<file path="src/rtl/ramdual_bist_pkg.sv">
// Shared definitions for the dual-port RAM BIST: FSM state encoding,
// default seed pattern and the pass-select (normal / inverted) constants.
package ramdual_bist_pkg;

  typedef enum logic [2:0] {
    ST_IDLE  = 3'd0,
    ST_WRITE = 3'd1,
    ST_READ  = 3'd2,
    ST_DRAIN = 3'd3,
    ST_DONE  = 3'd4
  } state_t;

  localparam int unsigned DEF_SEED = 32'h0000_00A5;

  localparam logic PASS_NORM = 1'b0;
  localparam logic PASS_INV  = 1'b1;

endpackage

</file>
<file path="src/rtl/ramdual_bist_cmp.sv">
// Read-data checker: delays the expected word and address by one cycle to
// line up with registered RAM read data, counts miscompares (saturating)
// and captures the address of the first miscompare.
module ramdual_bist_cmp
  import ramdual_bist_pkg::*;
#(
  parameter int ADDR_W = 4,
  parameter int DATA_W = 8
) (
  input  logic              clk,
  input  logic              rst,
  input  logic              clr,
  input  logic              chk,
  input  logic [DATA_W-1:0] exp_data,
  input  logic [ADDR_W-1:0] chk_addr,
  input  logic [DATA_W-1:0] dout,
  output logic [ADDR_W:0]   err_cnt,
  output logic [ADDR_W-1:0] fail_addr,
  output logic              err_zero_next
);

  logic              vld_reg;
  logic [DATA_W-1:0] exp_reg;
  logic [ADDR_W-1:0] addr_reg;
  logic              miscmp;
  logic [ADDR_W:0]   err_next;

  // Align expected value and address with the read data arriving next cycle.
  always_ff @(posedge clk) begin
    if (rst) begin
      vld_reg  <= 1'b0;
      exp_reg  <= '0;
      addr_reg <= '0;
    end else begin
      vld_reg  <= chk;
      exp_reg  <= exp_data;
      addr_reg <= chk_addr;
    end
  end

  assign miscmp = vld_reg && (dout != exp_reg);

  // Saturating error count; the value about to be loaded is exported so the
  // final compare can be folded into the pass flag on the same edge.
  always_comb begin
    err_next = err_cnt;
    if (miscmp && (err_cnt != '1))
      err_next = err_cnt + 1'b1;
  end

  assign err_zero_next = (err_next == '0);

  // Error count and first-failure address, cleared by reset or a new run.
  always_ff @(posedge clk) begin
    if (rst || clr) begin
      err_cnt   <= '0;
      fail_addr <= '0;
    end else begin
      err_cnt <= err_next;
      if (miscmp && (err_cnt == '0))
        fail_addr <= addr_reg;
    end
  end

endmodule

</file>
<file path="src/rtl/ramdual_bist.sv">
// March-style BIST for a dual-port RAM: write the seed pattern to every
// location, read it all back and compare. Defining RAMDUAL_BIST_INV_EN adds
// a second write/read pass with the inverted pattern.
module ramdual_bist
  import ramdual_bist_pkg::*;
#(
  parameter int          ADDR_W = 4,
  parameter int          DATA_W = 8,
  parameter int unsigned SEED   = DEF_SEED
) (
  input  logic              clk,
  input  logic              rst,
  input  logic              start,
  output logic              busy,
  output logic              done,
  output logic              pass,
  output logic [ADDR_W-1:0] fail_addr,
  output logic [ADDR_W:0]   err_cnt,
  output logic              wren,
  output logic              ren,
  output logic [ADDR_W-1:0] wradd,
  output logic [ADDR_W-1:0] radd,
  output logic [DATA_W-1:0] data,
  input  logic [DATA_W-1:0] dout
);

  localparam logic [DATA_W-1:0] SEED_W = DATA_W'(SEED);

  state_t            state;
  logic [ADDR_W-1:0] cnt;
  logic [ADDR_W-1:0] cnt_inc;
  logic              accept;
  logic              err_zero_next;
  logic [DATA_W-1:0] exp_data;

  function automatic logic [DATA_W-1:0] pat(input logic [ADDR_W-1:0] a);
    return SEED_W ^ DATA_W'(a);
  endfunction

`ifdef RAMDUAL_BIST_INV_EN
  logic inv;

  function automatic logic [DATA_W-1:0] cur_pat(input logic [ADDR_W-1:0] a);
    return (inv == PASS_INV) ? ~pat(a) : pat(a);
  endfunction
`else
  function automatic logic [DATA_W-1:0] cur_pat(input logic [ADDR_W-1:0] a);
    return pat(a);
  endfunction
`endif

  assign cnt_inc  = cnt + 1'b1;
  assign accept   = (state == ST_IDLE) && start;
  assign exp_data = cur_pat(radd);

  // Sequencer: walks WRITE then READ over all addresses, drives the RAM
  // ports from registers and raises done one cycle after the drain compare.
  always_ff @(posedge clk) begin
    if (rst) begin
      state <= ST_IDLE;
      cnt   <= '0;
      busy  <= 1'b0;
      done  <= 1'b0;
      pass  <= 1'b0;
      wren  <= 1'b0;
      ren   <= 1'b0;
      wradd <= '0;
      radd  <= '0;
      data  <= '0;
`ifdef RAMDUAL_BIST_INV_EN
      inv   <= PASS_NORM;
`endif
    end else begin
      case (state)
        ST_IDLE: begin
          done <= 1'b0;
          if (start) begin
            state <= ST_WRITE;
            cnt   <= '0;
            busy  <= 1'b1;
            pass  <= 1'b0;
            wren  <= 1'b1;
            wradd <= '0;
            data  <= pat('0);
`ifdef RAMDUAL_BIST_INV_EN
            inv   <= PASS_NORM;
`endif
          end
        end
        ST_WRITE: begin
          if (cnt == '1) begin
            state <= ST_READ;
            cnt   <= '0;
            wren  <= 1'b0;
            wradd <= '0;
            data  <= '0;
            ren   <= 1'b1;
            radd  <= '0;
          end else begin
            cnt   <= cnt_inc;
            wradd <= cnt_inc;
            data  <= cur_pat(cnt_inc);
          end
        end
        ST_READ: begin
          if (cnt == '1) begin
            state <= ST_DRAIN;
            cnt   <= '0;
            ren   <= 1'b0;
            radd  <= '0;
          end else begin
            cnt  <= cnt_inc;
            radd <= cnt_inc;
          end
        end
        ST_DRAIN: begin
`ifdef RAMDUAL_BIST_INV_EN
          if (inv == PASS_NORM) begin
            state <= ST_WRITE;
            inv   <= PASS_INV;
            cnt   <= '0;
            wren  <= 1'b1;
            wradd <= '0;
            data  <= ~pat('0);
          end else
`endif
          begin
            state <= ST_DONE;
            busy  <= 1'b0;
            done  <= 1'b1;
            pass  <= err_zero_next;
          end
        end
        ST_DONE: begin
          state <= ST_IDLE;
          done  <= 1'b0;
        end
        default: begin
          state <= ST_IDLE;
          busy  <= 1'b0;
          done  <= 1'b0;
          wren  <= 1'b0;
          ren   <= 1'b0;
        end
      endcase
    end
  end

  ramdual_bist_cmp #(
    .ADDR_W(ADDR_W),
    .DATA_W(DATA_W)
  ) u_cmp (
    .clk          (clk),
    .rst          (rst),
    .clr          (accept),
    .chk          (ren),
    .exp_data     (exp_data),
    .chk_addr     (radd),
    .dout         (dout),
    .err_cnt      (err_cnt),
    .fail_addr    (fail_addr),
    .err_zero_next(err_zero_next)
  );

endmodule

</file>
<file path="config.mk">
export PLATFORM = sky130hd
export DESIGN_NAME = ramdual_bist
export DESIGN_NICKNAME = d
export VERILOG_FILES = /design/src/rtl/ramdual_bist_pkg.sv /design/src/rtl/ramdual_bist_cmp.sv /design/src/rtl/ramdual_bist.sv
export SDC_FILE = /design/constraint.sdc
export NUM_CORES = 1
export LEC_CHECK = 0
export CAP_MARGIN = 25
export CELL_PAD_IN_SITES_DETAIL_PLACEMENT = 0
export CELL_PAD_IN_SITES_GLOBAL_PLACEMENT = 1
export CORE_MARGIN = 2
export CORE_UTILIZATION = 39
export CTS_CLUSTER_DIAMETER = 30
export DETAILED_ROUTE_END_ITERATION = 8
export GPL_TIMING_DRIVEN = 0
export PLACE_DENSITY_LB_ADDON = 0.1
export SYNTH_ARGS = -nofsm -noshare
export SYNTH_HDL_FRONTEND = slang
export SYNTH_SLANG_ARGS = --single-unit
</file>
<file path="constraint.sdc">
create_clock -name clk -period 3 [get_ports clk]
set_input_delay 0.45 -clock clk [delete_from_list [all_inputs] [get_ports clk]]
set_output_delay 0.45 -clock clk [all_outputs]
set_load 0.1 [all_outputs]
</file>
# Yosys cells after proc, flatten, opt, wreduce, memory -nomap -nowiden

Index checks and enable logic that the tools add are counted.

Bitwise gates (word level): 5
Equal/unequal tests: 10
Muxes and demuxes: 23
Reductions and logical operators: 24
$add $sub $neg: 2

Operators with widths:

| kind                                                | number |
|---|---|
| one-hot mux 4 bit (2 select lines)                  | 3 |
| two-way mux 8 bit                                   | 2 |
| one-hot mux 8 bit (2 select lines)                  | 1 |
| two-way mux 4 bit                                   | 3 |
| one-hot mux 3 bit (4 select lines)                  | 1 |
| zero test 5 bit                                     | 2 |
| AND reduction 2 bit                                 | 5 |
| two-way mux 3 bit                                   | 3 |
| AND reduction 3 bit                                 | 3 |
| OR reduction 3 bit                                  | 3 |
| inequality test 8 bit                               | 1 |
| NOT 2 -> 4 bit                                      | 2 |
| nonzero test 2 bit                                  | 4 |
| equality test 3 x 2 -> 1 bit, second input constant | 2 |
| inequality test 2 bit, second input constant        | 3 |
| one-hot mux 1 bit (2 select lines)                  | 3 |
| one-hot mux 1 bit (3 select lines)                  | 2 |
| adder 5 x 1 -> 5 bit, second input constant         | 1 |
| two-way mux 5 bit                                   | 1 |
| inequality test 5 bit, second input constant        | 1 |
| adder 4 x 1 -> 4 bit, second input constant         | 1 |
| equality test 4 bit, second input constant          | 1 |
| logical AND 1 bit                                   | 4 |
| two-way mux 1 bit                                   | 4 |
| other kinds (6)                                     | 8 |

Input port bits: 11
Output and inout bits: 30
Word-level logic and storage cells: 80
Bits in registers: 50

# Longest topological paths before layout

Gate-level depths: netlist of run 1.

Depth in word-level cells: 6
Mapped depth: 8
Gate-level depth less buffers: 8

# By module

From an unflattened synthesis of run 1, not the netlist that was laid out.

Cells, all modules: 226
Area, all modules: 2059.5 um^2

By module, submodules not included:

| module           | cells an instance | sequential area each (um^2) | area each (um^2) | times used |
|---|---|---|---|---|
| ramdual_bist     | 136               | 460.4                       | 1111.1           | 1 |
| ramdual_bist_cmp | 90                | 440.4                       | 948.4            | 1 |

# Least setup slack after synthesis of run 1

OpenSTA, ideal clock, no wires.

Path type: register to register
Start point: reg u_cmp.err_cnt[1]
End point: reg pass
Setup slack: 0.559 ns
Cell stages (with the launch flop): 9
Setup time: 0.075 ns
Required time: 2.925 ns
Arrival: 2.366 ns
Period minus slack after synthesis: 2.441 ns
Buffers on the path: 0
Cells stage by stage: dfxtp_1 -> ha_1 -> and3_1 -> ha_1 -> nor2_1 -> nand3_1 -> o31ai_4 -> a21oi_1 -> a31oi_1

Cells in the longest elaborated chain, start to end: 5
Elaborated cells between the ends (all ways): 6
Classes of those cells: add/sub: 1; eq/ne: 1; mux: 2; reduce/logical: 2

RTL lines:

| item                                                         | RTL line               | source |
|---|---|---|
| start, declared                                              | ramdual_bist_cmp.sv:17 | `output logic [ADDR_W:0] err_cnt,` |
| start signal, assigned                                       | ramdual_bist_cmp.sv:59 | `err_cnt <= err_next;` |
| branches (longest 2 deep; another with adder 5 x 1 -> 5 bit) | --                     |  |
| two-way mux 5 bit (*)                                        | ramdual_bist_cmp.sv:47 | `if (miscmp && (err_cnt != '1))` |
| zero test 5 bit (*)                                          | ramdual_bist_cmp.sv:51 | `assign err_zero_next = (err_next == '0);` |
| one-hot mux 1 bit (2 select lines) (*)                       | ramdual_bist.sv:74     | `case (state)` |
| end signal, assigned                                         | ramdual_bist.sv:131    | `pass <= err_zero_next;` |
| end, declared                                                | ramdual_bist.sv:16     | `output logic pass,` |

Every way passes the cells marked *.
A chain may end at the register's enable or synchronous reset.

# Worst setup path in the final report of run 1

Start point: reg wradd[1]
End point: out wradd[1]

RTL lines:

| item                   | RTL line            | source |
|---|---|---|
| start, declared        | ramdual_bist.sv:21  | `output logic [ADDR_W-1:0] wradd,` |
| start signal, assigned | ramdual_bist.sv:101 | `wradd <= cnt_inc;` |

No word-level cell between the ends.

==> metrics, run 1 <==
DRT Pass-1 Iters 4; gr ovfl total 0; ys async rst share 0; unrepaired setup endpoints after global routing false; Mapped Avg Cell Area 8.437 um^2; HPWL Detailed 2900 um; Slowest-stage cell, CP clkdlybuf4s50_1; CP Data Arrival Time ~1.9 ns; Routed WL 3999 um; Pleak 0.9261 nW; final slew viol count 0; antenna cell count 0; status completed; f_max about 430 MHz; met2 WL 1751 um; vias in the first global route 1374; Main synth FF type dfxtp_1; Die X 72.04 um; Synth cell types 37; Yosys top cell by area dfxtp_1; CTS H-tree lvls 2; Die Span Y 72.04 um; Critical R2R Capture pass; WS Path Type register to output port; Wirelength per Cell 12.82 um; DIE AREA 0.005190 mm^2; crit-path cells buf_4 > clkdlybuf4s50_1; Avg Vias per Cell about 4.9; Reg2Reg Depth 8; Iteration-0 DRC Markers 52; first-pass GRT wire length 6534 um; Setup crit start wradd[1]; final hold violations 0; largest family of logic cells by synthesized area simple AND/OR/NAND/NOR gates; Ys Warns 0; Setup Viol. Count Final 0; compound-gate portion of the synthesized area 0.1393; mux cell area share after synthesis 0.03881; WHS about 0.47 ns; crit path capture type output port; Post-Route Skew 0.01030 ns; CTS Buffer Depth 2; Cell Area, Synth 0.001805 mm^2; CTS buffer count 5; critical path required time 2.55 ns; CTS Hold Bufs 0; maximum VDD drop 0.0002231 V; DR WL met3 approximately 220 um; Hold Path Class register to register; Post-synth EDFFs 0; clock latency on the worst-skew pair 0.30 ns; simple-gate share of the synthesized area 0.2349; CP Buf/Inv Count 2; setup TNS 0 ns; clock slew seen by the registers of the worst setup and hold paths 0.09 ns; max reg flops 5; Core Area ~0.0044 mm^2; post-synth top area share 0.4435; CP Launch Type register; critical path depth 2; Starting Density 0.4090; Final min period 2.348 ns; Routed Antenna Nets 0; crit-path leading delay family buffers and inverters; # rows 24; Adder-Cell Fraction of Synth Area 0.02772; Vias ~1500; largest net degree at the start of global routing 14; Top Ports 41; Pwr per Cell Area approximately 500 mW/mm^2; M1 wire length 2008 um; CTS root buffer clkbuf_8; detailed-route DRC error count 0; Fillers about 460; Slew HR 0.3485; Seq/Total Area, Yosys 0.4435; GRT Total Usage 0.1616; IO buf count 37; layout cell share with drive strength beyond 1 0.09615; Resize count post-CTS 0; Reg2Reg Launch Point u_cmp.err_cnt[1]; xor/xnor share of the synthesized area 0.03881; r2r setup slk 1.05 ns; Synth Register Bits 40; initial antenna violation count 0; Syn-to-layout area delta 30.49%; Setup Fix Bufs, Post-CTS 0; most area-consuming cells after synthesis dfxtp_1 (44%), nor2_1 (7.5%), a21oi_1 (4.2%), mux2i_1 (3.9%), nand3_1 (3.3%); CTS tree built; period utilisation layout 0.7825; CP endpoint wradd[1]; Gate Count Post-Synth between 200 and 250; CTS sink count 40; slowest cell delay on critical path roughly 1.1 ns; Final Wtd Congestion 0.7927; Layout Nets about 270; MaxCap Viol Count 0; CP Max Fanout 3; slew at the pin closest to its max-slew limit 0.9741 ns; register name with the most flops u_cmp.err_cnt; DR top layer met4
-- cell families after synthesis --
kind of cell             count (synthesis)
AND/OR/NAND/NOR                         89
flip-flops                              40
AO/OA/AOI/OAI                           39
buffers and inverters                   26
XOR/XNOR                                 8
multiplexers                             7
adder cells (fa/ha/maj)                  4
other                                    1
-- worst min-delay path by stage --
stage / end / start / cells after the start
after global placement: u_cmp.fail_addr[0] / u_cmp.addr_reg[0] / 2
final: u_cmp.fail_addr[0] / u_cmp.addr_reg[0] / 2
after CTS: u_cmp.fail_addr[0] / u_cmp.addr_reg[0] / 2
after detailed placement: u_cmp.exp_reg[0] / radd[0] / 1
after global routing: u_cmp.addr_reg[1] / radd[1] / 1
after floorplan: u_cmp.fail_addr[0] / u_cmp.addr_reg[0] / 2
-- report_power, final --
part	total (mW)	leakage (nW)	internal, mW	switching, mW
logic	0.165	0.546	0.0467	0.118
clock network	0.452	0.0541	0.246	0.206
registers	0.551	0.326	0.543	0.00830
-- tightest hold or removal path, delay by kind of cell, from the launching register on --
family / cells / cell delay (ns)
flops: 1 / 0.31
simple gates: 1 / 0.07
mux: 1 / 0.06
-- layout make-up --
type,instances,area (um^2),area share
multi-input cells,149,873.3,0.3707
flip-flops and latches,40,800.8,0.3399
repair buffers,37,370.4,0.1572
plain buffers,18,105.1,0.04461
clock buffers,5,68.82,0.02921
well taps,52,65.06,0.02762
clock inverters,3,42.54,0.01806
inverters,8,30.03,0.01275
-- stage by stage --
step	worst slack (ns)	power (mW)	std cells	util	cell area [um^2]
floorplan	0.5589	0.6844	215	-	1809
detailed placement	0.8214	0.7287	304	0.5085	2245
CTS	0.6302	1.177	312	0.5337	2356
finish	0.6524	1.168	312	0.5337	2356
global placement	0.8097	0.7285	304	0.5085	2245
global route	0.5914	1.206	312	0.5337	2356
-- synth_stat cells (all sizes together), types with 2 or more instances --
library cell  instances
a211oi                2
nand3                12
and3                  3
buf                  11
o21ai                 9
a21oi                15
nor2                 36
or2                   3
dfxtp                40
nor3                  6
inv                   8
mux2i                 7
xor2                  5
nor2b                 6
xnor2                 3
a22oi                 6
nand2                14
nand3b                3
ha                    4
clkbuf                7
-- metal layers --
metal / global-route usage / vias to the layer above
li1: - / 803
met4: 0.05660 / 0
met1: 0.2186 / 695
met3: 0.05139 / 2
met2: 0.2438 / 37
met5: 0 / -
-- cell usage in the layout (no fill, tap or decap), types with 2 or more instances in the layout --
cell             instances
ha_1                     4
nand2_1                 14
clkdlybuf4s50_1         37
nor3_1                   5
clkbuf_8                 5
clkbuf_1                 7
nand3b_1                 3
conb_1                   2
buf_2                    3
nand3_1                 12
mux2i_1                  7
nor2_1                  36
o21ai_0                  9
xnor2_1                  3
a21oi_1                 15
or2_2                    3
a22oi_1                  6
and3_1                   3
nor2b_1                  6
xor2_1                   5
a211oi_1                 2
inv_1                    8
buf_4                    7
dfxtp_1                 40
(Power assumes the default switching activity.)
==> run 2, diff against run 1 <==
--- a/config.mk
+++ b/config.mk
@@ -9,7 +9,7 @@
 export CELL_PAD_IN_SITES_DETAIL_PLACEMENT = 0
 export CELL_PAD_IN_SITES_GLOBAL_PLACEMENT = 1
 export CORE_MARGIN = 2
-export CORE_UTILIZATION = 39
+export CORE_UTILIZATION = 36
 export CTS_CLUSTER_DIAMETER = 30
 export DETAILED_ROUTE_END_ITERATION = 8
 export GPL_TIMING_DRIVEN = 0
==> constraint.sdc (replaced) <==
create_clock -name clk -period 2.3 [get_ports clk]
set_input_delay 0.345 -clock clk [delete_from_list [all_inputs] [get_ports clk]]
set_output_delay 0.345 -clock clk [all_outputs]
set_load 0.1 [all_outputs]
==> metrics, run 2 (synthesis results as in run 1) <==
WS Path Type register to output port; antenna cell count 0 (unchanged); Syn-to-layout area delta 31.12%; IO buf count 37 (unchanged); Final Util 0.4946 (-0.03909); Hold Path Stages 2 (unchanged); DR WL met3 210 um (-5.0%); setup TNS 0 ns (unchanged); CP Max Fanout 3 (unchanged); register name with the most flops u_cmp.err_cnt; met2 WL 1920 um (+9.7%); first-pass GRT wire length 6644 um (+1.7%); Final min period 2.232 ns; Top Ports 41 (unchanged); critical path required time 1.96 ns (-0.59 ns); Post-Route Skew 0.01112 ns (+0.0008230 ns); slowest cell delay on critical path 1.12 ns (about the same); Setup Viol. Count Final 0 (unchanged); CP Launch Type register; largest net degree at the start of global routing 13 (-1); Die X 74.82 um (+3.9%); Iteration-0 DRC Markers 90 (+73%); Die Span Y 74.82 um (+3.9%); Layout Cells excl Fill 327 (+4.8%); Routed Antenna Nets 0 (unchanged); beginning of the worst hold path rst; Reg2Reg Launch Point u_cmp.err_cnt[0]; layout cell share with drive strength beyond 1 0.1077 (+0.01154); final hold violations 0 (unchanged); CP Data Arrival Time 1.89 ns (about the same); period utilisation layout 0.9704; CTS sink count 40 (unchanged); Pleak 0.9723 nW (+5.0%); final slew viol count 0 (unchanged); initial antenna violation count 0 (unchanged); Core Area 0.004786 mm^2 (+8.4%); unrepaired setup endpoints after global routing false; CP Buf/Inv Count 2 (unchanged); maximum VDD drop 0.0003128 V (+40%); Vias 1551 (+0.91%); CTS root buffer clkbuf_8; Final Wtd Congestion 0.7555 (-4.7%); critical path depth 2 (unchanged); Placed Cells 319 (+4.9%); Routed WL 4163 um (+4.1%); Wirelength per Cell 12.73 um (-0.67%); CTS Buffer Depth 2 (unchanged); clock latency on the worst-skew pair 0.29 ns (about the same); commonest non-fill, non-tap cell in the layout dfxtp_1; crit-path leading delay family buffers and inverters; MaxCap Viol Count 0 (unchanged); HPWL Detailed 2998 um (+3.4%); DIE AREA 0.005598 mm^2 (+7.9%); status completed; Avg Vias per Cell 4.743 (-3.7%); crit path capture type output port; Reg2Reg Depth 8 (unchanged); max reg flops 5 (unchanged); Hold Path Class primary input to register; f_max around 450 MHz; GRT Total Usage 0.1587 (-0.002907); DR top layer met4; slew at the pin closest to its max-slew limit 0.9792 ns (+0.005038 ns); detailed-route DRC error count 0 (unchanged); CTS tree built; M1 wire length 2014 um (+0.30%); clock slew seen by the registers of the worst setup and hold paths 0.08 ns (about the same); Starting Density 0.3773 (-0.03176); Slowest-stage cell, CP clkdlybuf4s50_1; Setup crit start data[3]; DRT Pass-1 Iters 4 (unchanged); Setup Fix Bufs, Post-CTS 0 (unchanged); gr ovfl total 0 (unchanged); vias in the first global route 1372 (-0.15%); # rows 25 (+4.2%); CTS H-tree lvls 2 (unchanged); CTS buffer count 5 (unchanged); crit-path cells buf_4 > clkdlybuf4s50_1; Slew HR 0.3452 (-0.003369); Layout Nets 274 (unchanged); most frequent cells in the layout dfxtp_1 (37), nor2_1 (36), clkdlybuf4s50_1 (34); Pwr per Cell Area 600.4 mW/mm^2 (+21%)
## run 2: cell type report
type	count	area (um^2)
repair buffers	37	377.9
clock buffers	6	82.58
well taps	67	83.83
multi-input cells	149	873.3
plain buffers	18	105.1
inverters	8	30.03
clock inverters	2	10.01
fillers	478	2419
flip-flops and latches	40	804.5
## run 2: what timing repair did
item                                    in CTS  in global routing
resized for setup                            0                  3
hold buffers                                 0                  0
endpoints found under the setup margin       0                  3
## run 2: final timing paths
| check | end | slack [ns] |
|---|---|---|
| worst min-delay path | u_cmp.exp_reg[3] | 0.43 |
| worst max-delay path | wradd[3] | 0.07 |
| worst max register to register | pass | 0.36 |
| worst min register to register | u_cmp.fail_addr[2] | 0.47 |
## run 2: through the flow
step | cell area (um^2) | setup WS (ns) | power (mW) | hold slack (ns)
floorplan | 1813 | 0.08131 | 0.8926 | 0.4403
global placement | 2267 | 0.1964 | 0.9510 | 0.4544
detailed placement | 2267 | 0.2082 | 0.9512 | 0.4590
CTS | 2360 | 0.006320 | 1.440 | 0.4380
global route | 2367 | 0.01125 | 1.482 | 0.4665
finish | 2367 | 0.06803 | 1.421 | 0.4271
## run 2: layer usage
metal	up-vias	global-route usage
met5	-	0
met3	2	0.04552
met2	43	0.2456
met1	694	0.2138
met4	0	0.05159
li1	812	-
## run 2: worst reg2reg max path, delay by kind of cell (launching register included)
kind / cells / cell delay [ns]
AO/OA/AOI/OAI: 4 / 0.77
adder cells (fa/ha/maj): 2 / 0.41
buffers and inverters: 1 / 0.15
flip-flops: 1 / 0.34
AND/OR/NAND/NOR: 1 / 0.20
## run 2: power breakdown
part / total (mW) / internal (mW) / switching, mW
Combinational: 0.215 / 0.0607 / 0.154
Sequential: 0.720 / 0.708 / 0.0118
Clock: 0.487 / 0.240 / 0.247
